[src/rtl/hack_ram_loader.sv]
// Byte-stream to 16-bit RAM preload engine. It assembles big-endian words from a valid/ready
// stream and writes them at consecutive addresses; define HACK_RAM_LOADER_CHECKSUM_EN for a trailing checksum.
module hack_ram_loader #(
  parameter int unsigned BASE_ADDR  = 0,
  parameter int unsigned WORD_COUNT = 16
) (
  input  logic        CLK,
  input  logic        RST_N,
  input  logic        start,
  input  logic [7:0]  byte_in,
  input  logic        byte_valid,
  output logic        byte_ready,
  output logic [15:0] ram_in,
  output logic [13:0] ram_address,
  output logic        ram_load,
  output logic        busy,
  output logic        done,
  output logic [14:0] words_written,
  output logic        checksum_ok
);

  localparam logic [13:0] BASE  = 14'(BASE_ADDR);
  localparam logic [14:0] COUNT = 15'(WORD_COUNT);

`ifdef HACK_RAM_LOADER_CHECKSUM_EN
  typedef enum logic [2:0] {
    S_IDLE, S_HI, S_LO, S_WRITE, S_CK_HI, S_CK_LO, S_DONE
  } state_t;
`else
  typedef enum logic [2:0] {
    S_IDLE, S_HI, S_LO, S_WRITE, S_DONE
  } state_t;
`endif

  state_t      state, state_next;
  logic [7:0]  hi_byte;
  logic [15:0] word_q;
  logic [13:0] ptr;
  logic [14:0] ww_q;
  logic [14:0] ww_inc;
  logic        accept;
  logic        start_ok;
  logic        last_word;

  assign accept    = byte_valid && byte_ready;
  assign start_ok  = start && (state == S_IDLE || state == S_DONE);
  assign ww_inc    = ww_q + 15'd1;
  assign last_word = !(ww_inc < COUNT);

  // NOTE: every always_comb output gets a default before the case so no path leaves it unassigned (no latches).
  always_comb begin
    state_next = state;
    unique case (state)
      S_IDLE, S_DONE: if (start_ok) state_next = S_HI;
      S_HI:           if (accept)   state_next = S_LO;
      S_LO:           if (accept)   state_next = S_WRITE;
      S_WRITE: begin
        if (!last_word) begin
          state_next = S_HI;
        end else begin
`ifdef HACK_RAM_LOADER_CHECKSUM_EN
          state_next = S_CK_HI;
`else
          state_next = S_DONE;
`endif
        end
      end
`ifdef HACK_RAM_LOADER_CHECKSUM_EN
      S_CK_HI:        if (accept)   state_next = S_CK_LO;
      S_CK_LO:        if (accept)   state_next = S_DONE;
`endif
      default:        state_next = S_IDLE;
    endcase
  end

  // NOTE: sequential state uses non-blocking assignments so every register sees pre-edge values.
  always_ff @(posedge CLK or negedge RST_N) begin
    if (!RST_N) state <= S_IDLE;
    else        state <= state_next;
  end

  always_comb begin
    byte_ready = 1'b0;
    busy       = 1'b0;
    ram_load   = 1'b0;
    done       = 1'b0;
    unique case (state)
      S_HI, S_LO: begin
        byte_ready = 1'b1;
        busy       = 1'b1;
      end
      S_WRITE: begin
        ram_load = 1'b1;
        busy     = 1'b1;
      end
`ifdef HACK_RAM_LOADER_CHECKSUM_EN
      S_CK_HI, S_CK_LO: begin
        byte_ready = 1'b1;
        busy       = 1'b1;
      end
`endif
      S_DONE:  done = 1'b1;
      default: ;
    endcase
  end

  // The high byte waits in hi_byte so that ram_in only ever shows complete words.
  always_ff @(posedge CLK or negedge RST_N) begin
    if (!RST_N) begin
      hi_byte <= '0;
      word_q  <= '0;
      ptr     <= BASE;
      ww_q    <= '0;
    end else begin
      if (start_ok) begin
        ptr  <= BASE;
        ww_q <= '0;
      end
      if (state == S_HI && accept) hi_byte <= byte_in;
      if (state == S_LO && accept) word_q  <= {hi_byte, byte_in};
      if (state == S_WRITE) begin
        ptr  <= ptr + 14'd1;
        ww_q <= ww_inc;
      end
    end
  end

`ifdef HACK_RAM_LOADER_CHECKSUM_EN
  logic [15:0] acc;
  logic [7:0]  ck_hi;
  logic        ck_ok;

  // The accumulator wraps mod 2^16; the verdict is captured on the edge that accepts the low checksum byte.
  always_ff @(posedge CLK or negedge RST_N) begin
    if (!RST_N) begin
      acc   <= '0;
      ck_hi <= '0;
      ck_ok <= 1'b0;
    end else begin
      if (start_ok) begin
        acc   <= '0;
        ck_ok <= 1'b0;
      end
      if (state == S_WRITE)           acc   <= acc + word_q;
      if (state == S_CK_HI && accept) ck_hi <= byte_in;
      if (state == S_CK_LO && accept) ck_ok <= ({ck_hi, byte_in} == acc);
    end
  end

  assign checksum_ok = ck_ok;
`else
  assign checksum_ok = done;
`endif

  assign ram_in        = word_q;
  assign ram_address   = ptr;
  assign words_written = ww_q;

endmodule

[config.mk]
export PLATFORM = sky130hd
export DESIGN_NAME = hack_ram_loader
export DESIGN_NICKNAME = d
export VERILOG_FILES = /design/src/rtl/hack_ram_loader.sv
export SDC_FILE = /design/constraint.sdc
export NUM_CORES = 1
export LEC_CHECK = 0
export ABC_AREA = 0
export BUFFER_PORTS_ARGS = -buffer_cell sky130_fd_sc_hd__buf_2
export CAP_MARGIN = 20
export CORE_AREA = 4 4 74 76
export CTS_CLUSTER_SIZE = 12
export DETAILED_ROUTE_END_ITERATION = 6
export DIE_AREA = 0 0 78 80
export PLACE_DENSITY = 0.9
export SLEW_MARGIN = 20
export SYNTH_ARGS = -nofsm -noshare
export SYNTH_HDL_FRONTEND = slang
export SYNTH_SLANG_ARGS = --single-unit
[constraint.sdc]
create_clock -name CLK -period 5.3 [get_ports CLK]
set_clock_uncertainty 0.1 [all_clocks]
set_input_delay 0 -clock CLK [delete_from_list [all_inputs] [get_ports CLK]]
set_output_delay 0 -clock CLK [all_outputs]
set_load 0.02 [all_outputs]
Word level (Yosys, flattened, before mapping)
Cells that the tools add are included.

cells by class
  add/subtract/negate cells = 2
  reduce and logical (&&, ||, !) cells = 11
  magnitude comparators = 1
  equal/unequal tests = 7
  mux-type cells = 13

operator list
  cell                     count
  $mux W15                 2
  $mux W14                 2
  $add A15 B1 Y15 const B  1
  $lt A15 B5 Y1 const B    1
  $add A14 B1 Y14 const B  1
  $mux W3                  4
  $pmux W3 S4              1
  $eq A3 B2 Y1 const B     2
  $ne A2 B2 Y1 const B     3
  $logic_and A1 B1 Y1      4
  $mux W1                  4
  $reduce_or A2 Y1         2
  $eq A3 B1 Y1 const B     1
  $eq A3 B3 Y1 const B     1
  $logic_not A3 Y1         1
  $reduce_and A3 Y1        1
  $reduce_or A3 Y1         1
  $reduce_bool A2 Y1       1
  $logic_or A1 B1 Y1       1

storage, ports and cells
  input port bits = 12
  word-level logic and storage cells = 39
  flip-flop bits (word level) = 56

Longest topological paths before layout
Gate-level depths: netlist (run 1).

  depth in word-level cells = 6
  gate-level depth with buffers = 7
  depth with buffers taken out = 6

Least setup slack after synthesis (run 1)
No wires, ideal clock.

  kind = flip-flop to flip-flop
  from = register ww_q[0] (netlist: words_written[0])
  to = register state[2]
  data arrival time = 1865 ps
  stages on the path, launching flop included = 8
  data required time = 5064 ps
  slack = 3199 ps
  path through = dfrtp_1 ha_1 and3_1 clkbuf_2 xnor2_1 a32oi_1 a2111oi_2 o21ai_0

on the way
  word-level cells in the longest chain between the ends = 4

RTL lines
  element                   RTL line  RTL
  start: declaration        39        logic [14:0] ww_q;
  start signal: assignment  123       ww_q <= ww_inc;
  $add A15 B1 Y15           47        assign ww_inc = ww_q + 15'd1;
  $lt A15 B5 Y1             48        assign last_word = !(ww_inc < COUNT);
  $mux W3                   58        if (!last_word) begin
  $pmux W3 S4               53        unique case (state)
  end signal: assignment    79        else state <= state_next;
  end: declaration          35        state_t state, state_next;

No other way between the ends.
A chain may end at the register's enable or synchronous reset.

Worst setup path after layout (run 1)
  from = register state[0]
  to = register ww_q[8] (netlist: words_written[8])

on the way
  word-level cells in the longest chain between the ends = 4

RTL lines
  element                                                  RTL line  RTL
  $eq A3 B3 Y1 / $logic_not A3 Y1 (equally long branches)  46        assign start_ok = start && (state == S_IDLE || state == S_DONE);
  $logic_or A1 B1 Y1                                       46
  $logic_and A1 B1 Y1                                      46
  $reduce_bool A2 Y1 (no source line)                      n/a

Several ways; a longest one is shown, not always the timed one.

==> results.md, run 1 <==
- Outcome: finished clean
- Register area share after synthesis: 51.45%
- Synth Warn #: 0
- Startpoint class of the critical path: flip-flop
- Hold WC Path Type: input pin to asynchronous set/reset pin
- Placed Cells: 382
- Routability Congestion: slightly below 0.9
- Worst path bufs/invs: 2
- Top_reg_cell synth: dfrtp_1
- Post-route setup TNS: 0 ns
- WP data arrival: roughly 2.7 ns
- Most frequent CP cell: o21ai_0
- Max Fclk: slightly below 400 MHz
- Synth area leaders: dfrtp_1 51%, mux2_2 9.9%, o21ai_0 6.1%, nand2_1 3.2%, nor2_1 3.0%
- First-pass GRT wire length: 10360 um
- Die Height: 80 um
- Syn Nets: between 200 and 300
- Final setup vio count: 0
- Slew margin rel.: 46.66%
- Worst Setup End Kind: flip-flop
- Die area: about 6200 sq um
- Post-route minimum period: 2.569 ns
- Ratio of cells with drive above 1 in the final layout: roughly a third
- Count of standard-cell rows: 25
- Nets: 347
- WL/cell: 15.43 um
- Postcts setup bufs: 0
- DR vias: 2274
- Clock root cell: clkbuf_8
- Io pins: 62
- DR vias/cell: 5.671
- Distinct cells, synth: 40
- Mean Syn Cell Area: 10.40 sq um
- Largest net degree at the start of global routing: 57
- Mapped cell area: about 2700 sq um
- Antenna diode count: 0
- Critical-path cell list: and2_1 > nand2b_1 > inv_2 > a21oi_1 > buf_4 > o21ai_0 > o21ai_0
- Initial Util: 57.67%
- Post-synth ARST share: 100.0%
- Cts hold-fix bufs: 11
- CP Class: flip-flop to flip-flop
- CTS resizes: 0
- TritonCTS clock tree: done
- Synth top area share: 51.45%
- CP required: 5.43 ns
- Reg clk slew, reported paths: 0.10 ns
- Total CTS buffers: 5
- Hpwl dp: 4120 um
- Max clock buf depth: 2
- Max-slew violation count: 0
- Peak supply drop: 0.3416 mV
- Drc violations: 0
- Worst-Margin Slew: 0.8001 ns
- Gate family responsible for the most delay along the worst path: simple AND/OR/NAND/NOR gates
- Initial antenna violation count: 0
- WL final: about 6200 um
- Total power per unit cell area: 444.7 nW/um^2
- Synth Register Bits: 56
- Area growth syn-to-layout: 20.90%
- Routed Antenna Nets: 0
- Max incr delay on CP: 0.57 ns
- Post-Synthesis Cells: 262
- Core area: 4723 sq um
- Vias in the first global route: 2221
- Post-synth EDFFs: 0
- CP Max Fanout: 27
- RSZ-0062 raised after global routing: no
- GR Util All Layers: 20.77%
- Slowest-stage cell, CP: nand2b_1
- Max_cap viols: 0
- Port Buffer Count: 61
- CTS Sinks: 56
- Final Instance Count excl. Fillers: between 400 and 500
- 1st-iter DRT viols: 103
- Die width: 78 um
- Total number of H-tree levels: 2
- Clock latency on the worst-skew pair: 0.31 ns
- Hold Vio Cnt, Final: 0
- Fin crit share: 48.47%
- Static Leakage: around 1.5 nW
- Gr ovfl total: 0
- First-pass detailed-route iteration total: 4
- Post-synth top area cell: dfrtp_1
==> final timing paths <==
kind / from / to / slack [ns] / cells past startpoint
min: RST_N / ram_in[5] / 0.24 / 3
max reg2reg: state[0] / words_written[8] / 2.73 / 7
min reg2reg: ram_address[13] / ram_address[13] / 0.40 / 1
max: state[0] / words_written[8] / 2.73 / 7
max in group asynchronous: RST_N / ram_address[1] / 4.41 / 3
min in group CLK: byte_in[7] / hi_byte[7] / 0.36 / 3
==> routing by layer <==
| layer | track usage, % | up-vias | share of wire, % | wire length (um) |
|---|---|---|---|---|
| li1 | - | 1096 | - | - |
| met1 | 26.46 | 1093 | 43 | 2650 |
| met2 | 35.53 | 79 | 50 | 3090 |
| met3 | 4.740 | 6 | 6.2 | 385 |
| met4 | 5.944 | 0 | 0.95 | 59 |
| met5 | 0 | - | 0 | 0 |
==> worst reg2reg max path, delay by kind of cell (launching register included) <==
kind	cells	cell delay, ns
simple gates	2	0.76
buf+inv	2	0.68
compound gates	3	0.51
flops	1	0.43
==> cell type report <==
type,count,area (sq um)
multi-input combinational,190,1254
clock inverter,2,15.01
sequential,56,1401
inverter,5,18.77
fill,354,1430
clock buffer,6,82.58
timing repair buffer,75,437.9
tap,67,83.83
==> placed cells by master, fill, tap and decap left out, types with 3 or more instances in the layout <==
cell / synthesis / final
dfrtp_1: 56 / 56
dlygate4sd3_1: 0 / 11
a21oi_1: 11 / 11
a31oi_1: 4 / 4
inv_1: 4 / 4
and3_1: 4 / 4
o31ai_1: 5 / 5
clkbuf_8: 0 / 6
mux2i_1: 7 / 7
nand4_1: 9 / 9
nand2_1: 23 / 23
o21a_1: 3 / 3
buf_4: 1 / 3
o21ai_0: 33 / 33
nand3_1: 10 / 10
nor2_1: 22 / 22
and2_1: 3 / 3
mux2_2: 24 / 24
nand2b_1: 4 / 4
o211ai_1: 4 / 4
buf_2: 2 / 61
==> state kept, by name (all words and copies together) (netlist names) <==
| name | cells |
|---|---|
| state | 3 |
| words_written | 15 |
| ram_address | 14 |
| hi_byte | 8 |
| ram_in | 16 |
==> synthesized netlist by cell type, drive strengths merged, types with 3 or more instances <==
| master | n |
|---|---|
| o31ai | 5 |
| mux2 | 24 |
| clkbuf | 8 |
| nand2b | 4 |
| nand4 | 10 |
| a21oi | 11 |
| o21a | 3 |
| mux2i | 7 |
| nor3 | 4 |
| o21ai | 33 |
| nor2 | 22 |
| dfrtp | 56 |
| a31oi | 4 |
| buf | 3 |
| o211ai | 4 |
| nand3 | 11 |
| nand2 | 23 |
| and3 | 5 |
| inv | 5 |
| and2 | 4 |
==> where the power goes <==
part | internal [mW] | total [mW] | switching, mW
Combinational | 0.230 | 0.581 | 0.351
Clock | 0.106 | 0.245 | 0.139
Sequential | 0.548 | 0.639 | 0.0904
Total | 0.884 | 1.46 | 0.580
==> cell families after synthesis <==
family	after synthesis	synth area share [%]
mux	31	12.49
fa+ha+maj	2	0.9185
compound gates	67	14.75
xor+xnor	1	0.3216
buf+inv	16	2.526
flops	56	51.45
simple gates	89	17.55
==> stage by stage <==
step | setup WS, ns | total power, mW | instance area [sq um] | hold slack [ns] | utilization, %
CTS | 2.778 | 1.468 | 3293 | 0.2693 | 69.72
global placement | 2.955 | 1.191 | 3085 | 0.06963 | 65.32
finish | 2.731 | 1.465 | 3293 | 0.2412 | 69.72
floorplan | 3.199 | 1.029 | 2724 | -0.3956 | -
global route | 2.541 | 1.554 | 3293 | 0.3266 | 69.72
detailed placement | 2.820 | 1.219 | 3085 | 0.06824 | 65.32
No activity file was read; power rests on OpenSTA's default activity.
==> run 2, diff against run 1 <==
--- a/config.mk
+++ b/config.mk
@@ -8,11 +8,11 @@
 export ABC_AREA = 0
 export BUFFER_PORTS_ARGS = -buffer_cell sky130_fd_sc_hd__buf_2
 export CAP_MARGIN = 20
-export CORE_AREA = 4 4 74 76
+export CORE_AREA = 4 4 81 83
 export CTS_CLUSTER_SIZE = 12
 export DETAILED_ROUTE_END_ITERATION = 6
-export DIE_AREA = 0 0 78 80
-export PLACE_DENSITY = 0.9
+export DIE_AREA = 0 0 85 87
+export PLACE_DENSITY = 0.8
 export SLEW_MARGIN = 20
 export SYNTH_ARGS = -nofsm -noshare
 export SYNTH_HDL_FRONTEND = slang
==> constraint.sdc (replaced) <==
create_clock -name CLK -period 2.2 [get_ports CLK]
set_clock_uncertainty 0.1 [all_clocks]
set_input_delay 0 -clock CLK [delete_from_list [all_inputs] [get_ports CLK]]
set_output_delay 0 -clock CLK [all_outputs]
set_load 0.02 [all_outputs]
==> run 2 against run 1 <==
Against the previous run:
- first-iteration DRC count down 1.9%
- sequential share of layout area shrank 1.0 points
- total power grew 140%
- final area grew 2.5%
- global-route usage fell by 2.7 points
- critical path depth decreased by 1
- die area grew 19%
- sequential cell count stayed put
- final cell count grew 4.2%
==> results.md, run 2 (synthesis gave the netlist of run 1 again) <==
- Die width: about 85 um
- Placed Cells: 399
- Hold Vio Cnt, Final: 0
- Count of standard-cell rows: 28
- P_int: between 2 and 2.5 mW
- Startpoint class of the critical path: flip-flop
- Crit path setup slack, layout: 0.1928 ns
- Final setup vio count: 0
- Area growth syn-to-layout: 23.93%
- WP data arrival: 2.08 ns
- Post-route minimum period: 2.007 ns
- CTS resizes: 0
- WL/cell: 15.11 um
- Pre-CTS setup slack: 0.2426 ns
- Final design utilization: 57.70%
- DR vias/cell: 5.615
- Peak supply drop: between 0.7 and 0.8 mV
- Static Leakage: ~1.6 nW
- Nets: between 300 and 400
- Slew margin rel.: 61.93%
- Total number of H-tree levels: 2
- Final Instance Count excl. Fillers: 418
- Max Fclk: around 500 MHz
- CP Class: flip-flop to flip-flop
- CTS Sinks: 56
- Vias in the first global route: 2220
- Fin crit share: 91.24%
- Slowest-stage cell, CP: dfrtp_1
- Cts hold-fix bufs: 11
- First-pass detailed-route iteration total: 4
- Postcts setup bufs: 0
- Port Buffer Count: 61
- Gr ovfl total: 0
- Ratio of cells with drive above 1 in the final layout: 32.94%
- Hold WC Path Type: input pin to asynchronous set/reset pin
- Power share of the clock group: 15.7%
- Total CTS buffers: 5
- Max_cap viols: 0
- Worst Setup End Kind: flip-flop
- Total power per unit cell area: 1057 nW/um^2
- Initial antenna violation count: 0
- WL final: 6315 um
- CP Max Fanout: 6
- Routed Antenna Nets: 0
- Drc violations: 0
- DR vias: 2347
- Max reg flops: 16
- Pwr Total: approximately 3.6 mW
- Max clock buf depth: 2
- CP required: 2.27 ns
- 1st-iter DRT viols: 101
- Combinational Power Share: between 40% and 50%
- Largest net degree at the start of global routing: 34
- Clock latency on the worst-skew pair: 0.30 ns
- Worst path bufs/invs: 0
- Reg power frac: 42.5%
- Commonest non-fill, non-tap cell in the layout: buf_2
- Routability Congestion: between 0.8 and 0.9
- Gate family responsible for the most delay along the worst path: compound AO/OA/AOI/OAI gates
- RSZ-0062 raised after global routing: no
- Design area: between 3000 and 4000 sq um
- P_sw: 1.378 mW
- Min Hold Slack: 0.1195 ns
- Worst-Margin Slew: 0.5711 ns
- Core area: between 5000 and 6000 sq um
- Critical-path cell list: ha_1 > and3_1 > xnor2_1 > a32oi_1 > a2111oi_2 > o21ai_0
- Clock root cell: clkbuf_8
- Reg clk slew, reported paths: 0.10 ns
- Max-slew violation count: 0
- Io pins: 62
- Initial Util: 46.56%
- Outcome: finished clean
- Most frequent cells in the layout: 61 x buf_2, 56 x dfrtp_1, 33 x o21ai_0, 24 x mux2_2, 23 x nand2_1
- TritonCTS clock tree: done
- Post-route setup TNS: 0 ns
- Antenna diode count: 0
- Max incr delay on CP: between 0.3 and 0.4 ns
- Hpwl dp: 4388 um
- First-pass GRT wire length: ~11000 um
- Net Sw Frac: 38.64%
- Die Height: ~87 um
- Placed inst area: 3176 sq um
- GR Util All Layers: 18.03%
- Die area: 7395 sq um
## run 2: cell types whose count changed in the layout (fill, tap and decap cells not counted), sizes merged
cell	previous run	this run
clkbuf	6	8
buf	64	73
clkinvlp	2	0
## run 2: per-layer routing
layer | up-vias | GRT usage [%] | wire, um
li1 | 1117 | - | -
met1 | 1134 | 25.06 | 2828
met2 | 90 | 29.10 | 2969
met3 | 6 | 3.690 | 467
met4 | 0 | 4.317 | 50
met5 | - | 0 | 0
## run 2: final timing paths
check,start,endpoint,slack [ns],cells after the start
worst max register to register,words_written[0],state[2],0.19,6
worst min-delay path,RST_N,ram_address[11],0.12,2
max in group asynchronous,RST_N,words_written[2],1.30,3
min in group CLK,byte_in[5],hi_byte[5],0.39,3
worst max-delay path,words_written[0],state[2],0.19,6
worst min register to register,ram_address[13],ram_address[13],0.39,1
## run 2: area by class of cell
cell class / count / area [sq um]
fillers: 507 / 2475
flip-flops and latches: 56 / 1401
multi-input cells: 190 / 1254
repair buffers: 84 / 518.0
well taps: 75 / 93.84
clock buffers: 8 / 90.09
inverters: 5 / 18.77
## run 2: power by group through the flow
stage | sequential [mW] | clock, mW | combinational, mW
2_1_floorplan | 1.77 | 0 | 0.706
3_3_place_gp | 1.51 | 0 | 1.45
3_5_place_dp | 1.54 | 0 | 1.48
4_1_cts | 1.52 | 0.590 | 1.50
5_1_grt | 1.57 | 0.632 | 1.62
6_report | 1.52 | 0.559 | 1.49
## run 2: worst reg2reg max path: cells and delay by family (launching register included)
| family | cells | cell delay [ns] |
|---|---|---|
| xor gates and xnor gates | 1 | 0.16 |
| DFF | 1 | 0.39 |
| and+or+nand+nor | 1 | 0.29 |
| adders and majority gates | 1 | 0.28 |
| AOI/OAI and AO/OA | 3 | 0.65 |
==> run 3, diff against run 2 <==
--- a/config.mk
+++ b/config.mk
@@ -8,10 +8,10 @@
 export ABC_AREA = 0
 export BUFFER_PORTS_ARGS = -buffer_cell sky130_fd_sc_hd__buf_2
 export CAP_MARGIN = 20
-export CORE_AREA = 4 4 81 83
+export CORE_AREA = 5 5 82 84
 export CTS_CLUSTER_SIZE = 12
 export DETAILED_ROUTE_END_ITERATION = 6
-export DIE_AREA = 0 0 85 87
+export DIE_AREA = 0 0 87 89
 export PLACE_DENSITY = 0.8
 export SLEW_MARGIN = 20
 export SYNTH_ARGS = -nofsm -noshare
==> constraint.sdc (replaced) <==
create_clock -name CLK -period 2.2 [get_ports CLK]
set_clock_uncertainty 0.1 [all_clocks]
set_input_delay 0.11 -clock CLK [delete_from_list [all_inputs] [get_ports CLK]]
set_output_delay 0.11 -clock CLK [all_outputs]
set_load 0.02 [all_outputs]
==> run 3 against run 2 <==
Against the previous run:
- critical path depth shrank 1
- clock-buffer cell count shrank 2
- die area increased by 4.7%
- wire length is 0.81% lower
- sequential cell count unchanged
- critical path type is now flip-flop to primary output
- hold slack better by 0.025 ns
- non-clock buffer count shrank 1
==> results.md, run 3 (synthesis gave the netlist of run 1 again) <==
- Routed Antenna Nets: 0
- DR vias/cell: 5.487
- Reg clk slew, reported paths: 0.10 ns
- Die area: 7743 sq um
- Routability Congestion: 0.8457
- Critical-path cell list: and2_1 > nand2b_1 > inv_2 > buf_4 > buf_2
- Die Height: 89 um
- Max incr delay on CP: around 0.42 ns
- Die width: 87 um
- Max clock buf depth: 2
- Drc violations: 0
- FF-to-FF End: state[2]
- Max_cap viols: 0
- Gr ovfl total: 0
- Total power per unit cell area: 1065 nW/um^2
- CTS resizes: 0
- DR vias: 2288
- Nets: ~360
- Clock root cell: clkbuf_8
- Worst-Margin Slew: 0.4212 ns
- Vias in the first global route: roughly 2.2k
- Hold WC Path Type: input pin to asynchronous set/reset pin
- Reg-to-reg startpoint: words_written[0]
- Max reg flops: 16
- GR Util All Layers: 17.09%
- Ratio of cells with drive above 1 in the final layout: 33.33%
- Postcts setup bufs: 0
- Clock latency on the worst-skew pair: 0.31 ns
- Most frequent cells in the layout: 61 x buf_2, 56 x dfrtp_1, 33 x o21ai_0, 24 x mux2_2, 23 x nand2_1
- Largest net degree at the start of global routing: 42
- Antenna diode count: 0
- R2R cell count: 6
- Slew margin rel.: 71.70%
- Core area: 5851 sq um
- Total number of H-tree levels: 2
- Outcome: finished clean
- Cts hold-fix bufs: 11
- Max Fclk: around 490 MHz
- CP required: roughly 2 ns
- Post-route minimum period: 2.039 ns
- Max-slew violation count: 0
- Startpoint class of the critical path: flip-flop
- Final setup vio count: 0
- Total CTS buffers: 5
- CP Max Fanout: 17
- Port Buffer Count: between 60 and 70
- CP Class: flip-flop to primary output
- Static Leakage: 1.570 nW
- TritonCTS clock tree: done
- Worst Setup End Kind: primary output
- Initial antenna violation count: 0
- First-pass detailed-route iteration total: 4
- CTS Sinks: 56
- Commonest non-fill, non-tap cell in the layout: buf_2
- WP data arrival: 1.83 ns
- Initial Util: roughly 47%
- 1st-iter DRT viols: approximately 100
- Slowest-stage cell, CP: dfrtp_1
- Io pins: 62
- Peak supply drop: between 0.6 and 0.7 mV
- Pwr Total: between 3 and 4 mW
- WL final: between 6000 and 7000 um
- Count of standard-cell rows: 28
- Hold Vio Cnt, Final: 0
- Fin crit share: 92.67%
- WL/cell: between 15 and 20 um
- RSZ-0062 raised after global routing: no
- Hpwl dp: 4467 um
- First-pass GRT wire length: 10490 um
- Worst reg2reg setup slack: 0.21 ns
- Area growth syn-to-layout: 23.93%
- Post-route setup TNS: 0 ns
==> run 3: how the worst max path moves through the flow <==
| stage | from | endpoint | slack, ns |
|---|---|---|---|
| CTS | state[0] | ram_load | 0.14 |
| detailed placement | words_written[0] | state[2] | 0.26 |
| global placement | words_written[4] | state[2] | 0.29 |
| global route | state[0] | ram_load | 0.009 |
| finish | state[0] | ram_load | 0.16 |
| floorplan | words_written[0] | state[2] | 0.1 |
==> run 3: final cells by class <==
cell class / instances / area, sq um
clock inverters: 2 / 15.01
flip-flops and latches: 56 / 1401
repair buffers: 83 / 510.5
fillers: 506 / 2475
inverters: 5 / 18.77
well taps: 75 / 93.84
multi-input cells: 190 / 1254
clock buffers: 6 / 82.58
==> run 3: layer usage <==
layer	wire, um	vias to the layer above	GRT usage, %
met5	0	-	0
met4	85	0	4.958
met3	476	10	4.332
met2	2844	90	25.88
met1	2857	1079	24.31
li1	-	1109	-
==> run 3: power breakdown <==
group,leakage (nW),total (mW),switching (mW),internal [mW]
Clock,0.0434,0.596,0.340,0.256
Combinational,0.801,1.49,0.882,0.607
Sequential,0.725,1.51,0.189,1.32
==> run 3: per-stage QoR <==
step / setup slack (ns) / cells / util [%] / hold slack (ns) / area [sq um]
global route: 0.009394 / 417 / 57.70 / 0.1621 / 3376
finish: 0.1612 / 417 / 57.70 / 0.1448 / 3376
floorplan: 0.09859 / 262 / - / -0.2856 / 2724
detailed placement: 0.2585 / 398 / 54.15 / -0.04226 / 3168
CTS: 0.1408 / 417 / 57.70 / 0.1521 / 3376
global placement: 0.2902 / 398 / 54.15 / -0.03859 / 3168
==> run 3: critical path, delay by kind of cell, from the launching register on <==
kind / cells / cell delay (ns)
simple gates: 2 / 0.40
buf+inv: 3 / 0.70
flops: 1 / 0.42
